$ cat config.mk
export PLATFORM = sky130hd
export DESIGN_NAME = pipe_stage3
export DESIGN_NICKNAME = d
export VERILOG_FILES = /design/src/rtl/dal_pkg.sv /design/src/rtl/reconfig_mul.sv /design/src/rtl/pipe_stage3.sv
export SDC_FILE = /design/constraint.sdc
export NUM_CORES = 2
export LEC_CHECK = 0
export CELL_PAD_IN_SITES_DETAIL_PLACEMENT = 1
export CELL_PAD_IN_SITES_GLOBAL_PLACEMENT = 1
export CORE_ASPECT_RATIO = 0.8
export CORE_MARGIN = 2
export CORE_UTILIZATION = 45
export CTS_BUF_LIST = sky130_fd_sc_hd__clkbuf_8
export DETAILED_ROUTE_END_ITERATION = 10
export PLACE_DENSITY_LB_ADDON = 0.1
export SKIP_CTS_REPAIR_TIMING = 1
export SLEW_MARGIN = 20
export SYNTH_ARGS = -nofsm -noshare
export SYNTH_HDL_FRONTEND = slang
export SYNTH_SLANG_ARGS = --single-unit
export TNS_END_PERCENT = 50
$ cat constraint.sdc
create_clock -name CLK_i -period 5.4 [get_ports CLK_i]
set_input_delay 0.54 -clock CLK_i [delete_from_list [all_inputs] [get_ports CLK_i]]
set_output_delay 0.54 -clock CLK_i [all_outputs]
set_load 0.02 [all_outputs]
$ cat src/rtl/dal_pkg.sv
// ============================================================================
// Module      : dal_pkg
// Description : Shared types and default widths for the dot-product
//               accumulate stage (pipe_stage3) and its multiplier tile.
// Revision    : 1.0 - initial release
// ============================================================================
`default_nettype none

package dal_pkg;

    // Default widths; the top-level parameters fall back to these.
    localparam int C_DATA_W  = 16;
    localparam int C_ACC_W   = 40;
    localparam int C_STAGE_W = 4;

    // Multiplier tile configuration, sampled per operand pair.
    typedef enum logic [0:0] {
        MODE_FULL = 1'b0,
        MODE_DUAL = 1'b1
    } tile_mode_e;

    // Accumulator FSM: IDLE means the next beat starts a fresh vector.
    typedef enum logic [0:0] {
        IDLE  = 1'b0,
        ACCUM = 1'b1
    } p3_state_e;

    // One completed dot product as held in the output FIFO (default widths).
    typedef struct packed {
        logic [C_ACC_W-1:0]   result;
        logic [C_STAGE_W-1:0] stage;
        logic                 ovf;
    } result_entry_t;

endpackage

`default_nettype wire

$ cat src/rtl/reconfig_mul.sv
// ============================================================================
// Module      : reconfig_mul
// Description : Combinational signed multiplier tile. Full mode forms A*B;
//               dual mode forms A[hi]*B[hi] + A[lo]*B[lo] on signed halves.
//               Result is sign-extended to ACC_W.
// Revision    : 1.0 - initial release
// ============================================================================
`default_nettype none

module reconfig_mul
    import dal_pkg::*;
#(
    parameter int DATA_W = C_DATA_W,
    parameter int ACC_W  = C_ACC_W
) (
    input  logic [DATA_W-1:0] i_a,
    input  logic [DATA_W-1:0] i_b,
    input  logic              i_mode,
    output logic [ACC_W-1:0]  o_prod
);

    localparam int HALF_W = DATA_W / 2;

    logic signed [DATA_W-1:0]   w_a;
    logic signed [DATA_W-1:0]   w_b;
    logic signed [HALF_W-1:0]   w_a_hi;
    logic signed [HALF_W-1:0]   w_a_lo;
    logic signed [HALF_W-1:0]   w_b_hi;
    logic signed [HALF_W-1:0]   w_b_lo;
    logic signed [2*DATA_W-1:0] w_full;
    logic signed [DATA_W-1:0]   w_p_hi;
    logic signed [DATA_W-1:0]   w_p_lo;
    logic signed [DATA_W:0]     w_dual;

    // Both products are formed every cycle; the mode bit only selects one.
    // The dual sum carries one extra bit because (-2^(H-1))^2 * 2 does not
    // fit in DATA_W signed bits.
    always_comb begin
        w_a    = i_a;
        w_b    = i_b;
        w_a_hi = i_a[DATA_W-1:HALF_W];
        w_a_lo = i_a[HALF_W-1:0];
        w_b_hi = i_b[DATA_W-1:HALF_W];
        w_b_lo = i_b[HALF_W-1:0];
        w_full = (2*DATA_W)'(w_a) * (2*DATA_W)'(w_b);
        w_p_hi = DATA_W'(w_a_hi) * DATA_W'(w_b_hi);
        w_p_lo = DATA_W'(w_a_lo) * DATA_W'(w_b_lo);
        w_dual = (DATA_W+1)'(w_p_hi) + (DATA_W+1)'(w_p_lo);
        if (i_mode == MODE_DUAL) begin
            o_prod = ACC_W'(w_dual);
        end else begin
            o_prod = ACC_W'(w_full);
        end
    end

endmodule

`default_nettype wire

$ cat src/rtl/pipe_stage3.sv
// ============================================================================
// Module      : pipe_stage3
// Description : Reconfigurable multiply-accumulate stage. Registers one signed
//               product per accepted pair, accumulates with saturation until
//               the finished pair, and buffers each dot product in a 2-entry
//               FIFO with credit-based backpressure towards pipe_stage2.
// Revision    : 1.0 - initial release
// ============================================================================
`default_nettype none

module pipe_stage3
    import dal_pkg::*;
#(
    parameter int DATA_W  = C_DATA_W,
    parameter int ACC_W   = C_ACC_W,
    parameter int STAGE_W = C_STAGE_W
) (
    input  logic               CLK_i,
    input  logic               RST_i,
    input  logic               valid_i,
    input  logic [DATA_W-1:0]  operand1_i,
    input  logic [DATA_W-1:0]  operand2_i,
    input  logic               mode_i,
    input  logic [STAGE_W-1:0] stage_i,
    input  logic               finished_i,
    input  logic               stall_i,
    output logic               stall_o,
    output logic [ACC_W-1:0]   result_o,
    output logic               result_valid_o,
    output logic [STAGE_W-1:0] result_stage_o,
    output logic               overflow_o,
    output logic               busy_o
);

    localparam logic [ACC_W-1:0] C_ACC_MAX = {1'b0, {(ACC_W-1){1'b1}}};
    localparam logic [ACC_W-1:0] C_ACC_MIN = {1'b1, {(ACC_W-1){1'b0}}};

    // S1 product register
    logic               s1_valid_q, s1_valid_d;
    logic               s1_fin_q,   s1_fin_d;
    logic [STAGE_W-1:0] s1_stage_q, s1_stage_d;
    logic [ACC_W-1:0]   s1_prod_q,  s1_prod_d;

    // S2 accumulator
    p3_state_e          state_q, state_d;
    logic [ACC_W-1:0]   acc_q,   acc_d;
    logic               ovf_q,   ovf_d;

    // Output FIFO
    logic [ACC_W-1:0]   fifo_res_q [2];
    logic [ACC_W-1:0]   fifo_res_d [2];
    logic [STAGE_W-1:0] fifo_stg_q [2];
    logic [STAGE_W-1:0] fifo_stg_d [2];
    logic               fifo_ovf_q [2];
    logic               fifo_ovf_d [2];
    logic               wr_ptr_q, wr_ptr_d;
    logic               rd_ptr_q, rd_ptr_d;
    logic [1:0]         count_q,  count_d;

    logic [ACC_W-1:0]   w_prod;
    logic               w_accept;
    logic [ACC_W-1:0]   w_base;
    logic [ACC_W:0]     w_sum;
    logic               w_clamped;
    logic [ACC_W-1:0]   w_sat;
    logic               w_push;
    logic               w_pop;
    logic [2:0]         w_credit;

    reconfig_mul #(
        .DATA_W (DATA_W),
        .ACC_W  (ACC_W)
    ) u_mul (
        .i_a    (operand1_i),
        .i_b    (operand2_i),
        .i_mode (mode_i),
        .o_prod (w_prod)
    );

    // Handshake, credit-based stall and FIFO head outputs.
    always_comb begin
        w_pop          = (count_q != 2'd0) && !stall_i;
        w_credit       = {1'b0, count_q} + {2'b00, s1_fin_q} - {2'b00, w_pop};
        stall_o        = (w_credit >= 3'd2);
        w_accept       = valid_i && !stall_o;
        result_valid_o = (count_q != 2'd0);
        result_o       = fifo_res_q[rd_ptr_q];
        result_stage_o = fifo_stg_q[rd_ptr_q];
        overflow_o     = fifo_ovf_q[rd_ptr_q];
        busy_o         = (state_q == ACCUM) || s1_valid_q || result_valid_o;
    end

    // S1 capture; fin is qualified by accept so it only counts real beats.
    always_comb begin
        s1_valid_d = w_accept;
        s1_fin_d   = w_accept && finished_i;
        s1_stage_d = w_accept ? stage_i : s1_stage_q;
        s1_prod_d  = w_accept ? w_prod  : s1_prod_q;
    end

    // S2 saturating add: one guard bit detects overflow, then clamp.
    always_comb begin
        w_base    = (state_q == ACCUM) ? acc_q : '0;
        w_sum     = {w_base[ACC_W-1], w_base} + {s1_prod_q[ACC_W-1], s1_prod_q};
        w_clamped = w_sum[ACC_W] ^ w_sum[ACC_W-1];
        if (w_clamped) begin
            w_sat = w_sum[ACC_W] ? C_ACC_MIN : C_ACC_MAX;
        end else begin
            w_sat = w_sum[ACC_W-1:0];
        end
    end

    // Accumulator FSM: a finished beat closes the vector and pushes it.
    always_comb begin
        state_d = state_q;
        acc_d   = acc_q;
        ovf_d   = ovf_q;
        w_push  = 1'b0;
        if (s1_valid_q) begin
            if (s1_fin_q) begin
                w_push  = 1'b1;
                acc_d   = '0;
                ovf_d   = 1'b0;
                state_d = IDLE;
            end else begin
                acc_d   = w_sat;
                ovf_d   = ovf_q | w_clamped;
                state_d = ACCUM;
            end
        end
    end

    // FIFO bookkeeping; the credit rule keeps a push from ever meeting a full FIFO.
    always_comb begin
        fifo_res_d = fifo_res_q;
        fifo_stg_d = fifo_stg_q;
        fifo_ovf_d = fifo_ovf_q;
        if (w_push) begin
            fifo_res_d[wr_ptr_q] = w_sat;
            fifo_stg_d[wr_ptr_q] = s1_stage_q;
            fifo_ovf_d[wr_ptr_q] = ovf_q | w_clamped;
        end
        wr_ptr_d = wr_ptr_q ^ w_push;
        rd_ptr_d = rd_ptr_q ^ w_pop;
        count_d  = count_q + {1'b0, w_push} - {1'b0, w_pop};
    end

    // State registers with asynchronous clear.
    always_ff @(posedge CLK_i or posedge RST_i) begin
        if (RST_i) begin
            s1_valid_q <= 1'b0;
            s1_fin_q   <= 1'b0;
            s1_stage_q <= '0;
            s1_prod_q  <= '0;
            state_q    <= IDLE;
            acc_q      <= '0;
            ovf_q      <= 1'b0;
            wr_ptr_q   <= 1'b0;
            rd_ptr_q   <= 1'b0;
            count_q    <= 2'd0;
            for (int i = 0; i < 2; i++) begin
                fifo_res_q[i] <= '0;
                fifo_stg_q[i] <= '0;
                fifo_ovf_q[i] <= 1'b0;
            end
        end else begin
            s1_valid_q <= s1_valid_d;
            s1_fin_q   <= s1_fin_d;
            s1_stage_q <= s1_stage_d;
            s1_prod_q  <= s1_prod_d;
            state_q    <= state_d;
            acc_q      <= acc_d;
            ovf_q      <= ovf_d;
            wr_ptr_q   <= wr_ptr_d;
            rd_ptr_q   <= rd_ptr_d;
            count_q    <= count_d;
            fifo_res_q <= fifo_res_d;
            fifo_stg_q <= fifo_stg_d;
            fifo_ovf_q <= fifo_ovf_d;
        end
    end

endmodule

`default_nettype wire

==> metrics.txt <==
# TYPE chip_impl_metric gauge
chip_impl_metric{name="drt-initial-drc-count",unit=""} 1119
chip_impl_metric{name="yosys_warnings",unit=""} 0
chip_impl_metric{name="postRouteAntennaNets",unit=""} 0
chip_impl_info{name="dr.max_layer_used",value="met5"} 1
chip_impl_metric{name="grt_start_max_net_pins",unit=""} 139
chip_impl_metric{name="slew_headroom",unit="%"} 34.9
chip_impl_metric{name="cts_max_level",unit=""} 4
chip_impl_metric{name="floorplan.die_area",unit="mm²"} 0.0561
chip_impl_info{name="violations",value="negative setup slack"} 1
chip_impl_metric{name="reg2reg_slack",unit="ns"} 0.46
chip_impl_info{name="synth_area_leaders",value="sky130_fd_sc_hd__fa_1, sky130_fd_sc_hd__dfrtp_1, sky130_fd_sc_hd__inv_1"} 1
chip_impl_metric{name="num_vias",unit=""} 20073
chip_impl_metric{name="layout_min_cycle_time",unit="ns"} 6.20
chip_impl_metric{name="register_area",unit="mm²"} 0.00436
chip_impl_metric{name="final_layout_size_suffix_gt1_share",unit="%"} 22.3
chip_impl_metric{name="floorplan.initialDensity",unit="%"} 45.4
chip_impl_info{name="critical_path.most_common_cell",value="sky130_fd_sc_hd__fa_1"} 1
chip_impl_metric{name="placementRows",unit=""} 76
chip_impl_metric{name="crit_fanout",unit=""} 5
chip_impl_metric{name="place.gp.congestion",unit=""} 0.933
chip_impl_metric{name="multi_input_area",unit="mm²"} 0.0182
chip_impl_metric{name="number_of_max_capacitance_violations_reported",unit=""} 0
chip_impl_metric{name="maxSlewViolCount",unit=""} 0
chip_impl_metric{name="cts-root-to-sink-buffers",unit=""} 2
chip_impl_metric{name="worst_slack",unit="ns"} -0.798
chip_impl_metric{name="max_stage_delay",unit="ns"} 0.56
chip_impl_metric{name="timing.final.crit_share",unit="%"} 115
chip_impl_metric{name="n_antenna_cell",unit=""} 0
chip_impl_metric{name="via_per_inst",unit=""} 5.28
chip_impl_metric{name="layout-area-overhead-vs-synth",unit="%"} 24.8
chip_impl_metric{name="fin_worst_skew",unit="ns"} 0.0162
chip_impl_info{name="r2r_start",value="state_q"} 1
chip_impl_metric{name="detail_route.wl_per_cell",unit="µm"} 21.3
chip_impl_info{name="timing.setup.critical_path_class",value="in2reg"} 1
chip_impl_info{name="clockRootBuffer",value="sky130_fd_sc_hd__clkbuf_8"} 1
chip_impl_metric{name="final_util",unit="%"} 56.7
chip_impl_metric{name="route.met3.wl",unit="µm"} 4030
chip_impl_metric{name="timing.fmax",unit="GHz"} 0.161
chip_impl_metric{name="setup_tns_final",unit="ns"} -13.14
chip_impl_metric{name="sum_of_overflow_across_all_layers_after_global_routing",unit=""} 0
chip_impl_metric{name="wl_met2",unit="µm"} 37100
chip_impl_info{name="setup.worst_path.start_class",value="primary input"} 1
chip_impl_metric{name="tightest_slew",unit="ns"} 0.974
chip_impl_metric{name="syn-cell-area",unit="mm²"} 0.0244
chip_impl_metric{name="syn_area_per_cell",unit="µm²"} 9.16
chip_impl_metric{name="die_w",unit="µm"} 264
chip_impl_metric{name="synth-edff-count",unit=""} 0
chip_impl_metric{name="pre_cts_ws",unit="ns"} -1.86
chip_impl_metric{name="hpwlAfterDp",unit="µm"} 67400
chip_impl_metric{name="timing.critical_path.required",unit="ns"} 5.80
chip_impl_metric{name="grt_util_all_layers",unit="%"} 29.3
chip_impl_metric{name="die_h",unit="µm"} 212
chip_impl_info{name="hp-class",value="in2async"} 1
chip_impl_info{name="leading_cell_types_in_the_layout_fill_and_taps_excluded",value="sky130_fd_sc_hd__inv_1, sky130_fd_sc_hd__fa_1, sky130_fd_sc_hd__buf_4"} 1
chip_impl_metric{name="post-route-drc-count",unit=""} 0
chip_impl_info{name="endpoint_kind",value="flop"} 1
chip_impl_info{name="rsz0062_at_grt",value="true"} 1
chip_impl_metric{name="synth_cell_types",unit=""} 73
chip_impl_metric{name="clkSinkCount",unit=""} 174
chip_impl_info{name="post-synth-top-area-cell",value="sky130_fd_sc_hd__fa_1"} 1
chip_impl_metric{name="grt_pass1_vias",unit=""} 22228
chip_impl_metric{name="first_pass_iters",unit=""} 5
chip_impl_metric{name="portBuffers",unit=""} 89
chip_impl_metric{name="syn_nets",unit=""} 3294
chip_impl_metric{name="fillers",unit=""} 6111
chip_impl_metric{name="num_io_pins",unit=""} 90
chip_impl_metric{name="synth_seq_area_share",unit="%"} 17.8
chip_impl_metric{name="placedInstanceArea",unit="mm²"} 0.0290
chip_impl_info{name="tritoncts",value="built"} 1
chip_impl_metric{name="finalWirelength",unit="µm"} 80900
chip_impl_info{name="critical-path-slowest-cell",value="sky130_fd_sc_hd__fa_1"} 1
chip_impl_metric{name="post_synth_inst_count",unit=""} 2666
chip_impl_metric{name="finalHoldViolCount",unit=""} 0
chip_impl_metric{name="synthArstFlopShare",unit="%"} 100
chip_impl_metric{name="rr_worst_depth",unit=""} 13
chip_impl_metric{name="ys_ff_latch",unit=""} 174
chip_impl_info{name="status",value="finished with violations"} 1
chip_impl_metric{name="grt_antenna_before_repair",unit=""} 1
chip_impl_info{name="reg2reg_to",value="fifo_res_q[8]"} 1
chip_impl_metric{name="core",unit="mm²"} 0.0537
chip_impl_metric{name="synth.top_cell.area_share",unit="%"} 33.4
chip_impl_metric{name="critical_path_arrival",unit="ns"} 6.59
chip_impl_metric{name="cts_inserted_buffers",unit=""} 17
chip_impl_metric{name="final_net_count",unit=""} 3716
chip_impl_metric{name="m1WireLength",unit="µm"} 38800
chip_impl_info{name="mostFrequentLayoutCell",value="sky130_fd_sc_hd__inv_1"} 1
chip_impl_metric{name="post-route-cell-area",unit="mm²"} 0.0305
chip_impl_metric{name="first_pass_grt_wire_length",unit="µm"} 126000
chip_impl_metric{name="clk_latency",unit="ns"} 0.50
chip_impl_metric{name="clkSlewWorstSetupHoldPaths",unit="ns"} 0.10
chip_impl_metric{name="finalSetupViolCount",unit=""} 22
chip_impl_info{name="yosys_most_used_dff",value="sky130_fd_sc_hd__dfrtp_1"} 1
registers in the layout, indices dropped and copies added (netlist names), 2 cells and up:
name and count:
s1_prod_q 32, fifo_stg_q 8, fifo_ovf_q 2, s1_stage_q 4, fifo_res_q 80, acc_q 40, count_q 2
worst max path at each step:
stage,cells after the start,end,startpoint
after global routing,28,s1_prod_q[38],operand1_i[9]
final,28,s1_prod_q[38],operand1_i[9]
after detailed placement,23,s1_prod_q[30],operand2_i[1]
after CTS,23,s1_prod_q[30],operand2_i[1]
after floorplan,25,s1_prod_q[29],operand2_i[7]
after global placement,26,s1_prod_q[38],operand2_i[9]
per-stage QoR:
step	std cells	hold WS, ns
2_1_floorplan	2666	0.444
5_1_grt	3801	0.426
6_report	3801	0.394
3_3_place_gp	3727	0.460
3_5_place_dp	3727	0.470
4_1_cts	3757	0.410
per-layer routing:
metal | up-vias | global-route usage (%)
li1 | 9134 | -
met1 | 10477 | 43.3
met2 | 396 | 46.5
met3 | 64 | 5.12
met4 | 2 | 3.47
met5 | - | 0
cells by family after synthesis:
| group | count (synthesis) | synth area share [%] |
|---|---|---|
| buf+inv | 708 | 11.0 |
| mux | 40 | 1.87 |
| simple gates | 608 | 11.6 |
| xor+xnor | 95 | 3.41 |
| compound gates | 455 | 11.8 |
| flops | 174 | 17.8 |
| fa+ha+maj | 586 | 42.6 |
Yosys cell counts (4+ instances only):
| library cell | count |
|---|---|
| sky130_fd_sc_hd__a21o_1 | 30 |
| sky130_fd_sc_hd__o21a_1 | 15 |
| sky130_fd_sc_hd__mux2i_1 | 4 |
| sky130_fd_sc_hd__xnor2_1 | 68 |
| sky130_fd_sc_hd__o21bai_1 | 10 |
| sky130_fd_sc_hd__o31ai_1 | 11 |
| sky130_fd_sc_hd__fa_1 | 407 |
| sky130_fd_sc_hd__a31oi_1 | 11 |
| sky130_fd_sc_hd__buf_2 | 16 |
| sky130_fd_sc_hd__o22a_1 | 4 |
| sky130_fd_sc_hd__nand2b_1 | 21 |
| sky130_fd_sc_hd__xor2_1 | 27 |
| sky130_fd_sc_hd__a21oi_1 | 147 |
| sky130_fd_sc_hd__o2bb2ai_1 | 21 |
| sky130_fd_sc_hd__nor3_1 | 14 |
| sky130_fd_sc_hd__nand4_1 | 7 |
| sky130_fd_sc_hd__ha_1 | 179 |
| sky130_fd_sc_hd__mux2_2 | 35 |
| sky130_fd_sc_hd__o22ai_1 | 45 |
| sky130_fd_sc_hd__dfrtp_1 | 174 |
| sky130_fd_sc_hd__o211ai_1 | 12 |
| sky130_fd_sc_hd__nor2_1 | 146 |
| sky130_fd_sc_hd__clkbuf_1 | 82 |
| sky130_fd_sc_hd__and2_1 | 137 |
| sky130_fd_sc_hd__nand3_1 | 20 |
| sky130_fd_sc_hd__or3_1 | 7 |
| sky130_fd_sc_hd__nand2_1 | 236 |
| sky130_fd_sc_hd__a211oi_1 | 14 |
| sky130_fd_sc_hd__inv_1 | 604 |
| sky130_fd_sc_hd__o21ai_0 | 91 |
| sky130_fd_sc_hd__a311oi_1 | 5 |
| sky130_fd_sc_hd__nor2b_1 | 6 |
worst max-delay path: cells and delay by family:
kind	cells	cell delay (ns)
AND/OR/NAND/NOR	4	0.38
adder cells (fa/ha/maj)	7	3.32
buffers and inverters	10	0.95
AO/OA/AOI/OAI	7	1.40
cell type report:
class / count / share of cell area [%]
Clock buffer: 17 / 0.768
Clock inverter: 13 / 0.456
Inverter: 606 / 7.52
Multi-Input combinational cell: 1785 / 59.9
Sequential cell: 174 / 14.3
Tap cell: 702 / 2.88
Timing Repair Buffer: 504 / 14.2
Power is not shown: default switching activity piles up to over one toggle a cycle in this logic, so the estimate is an artifact.
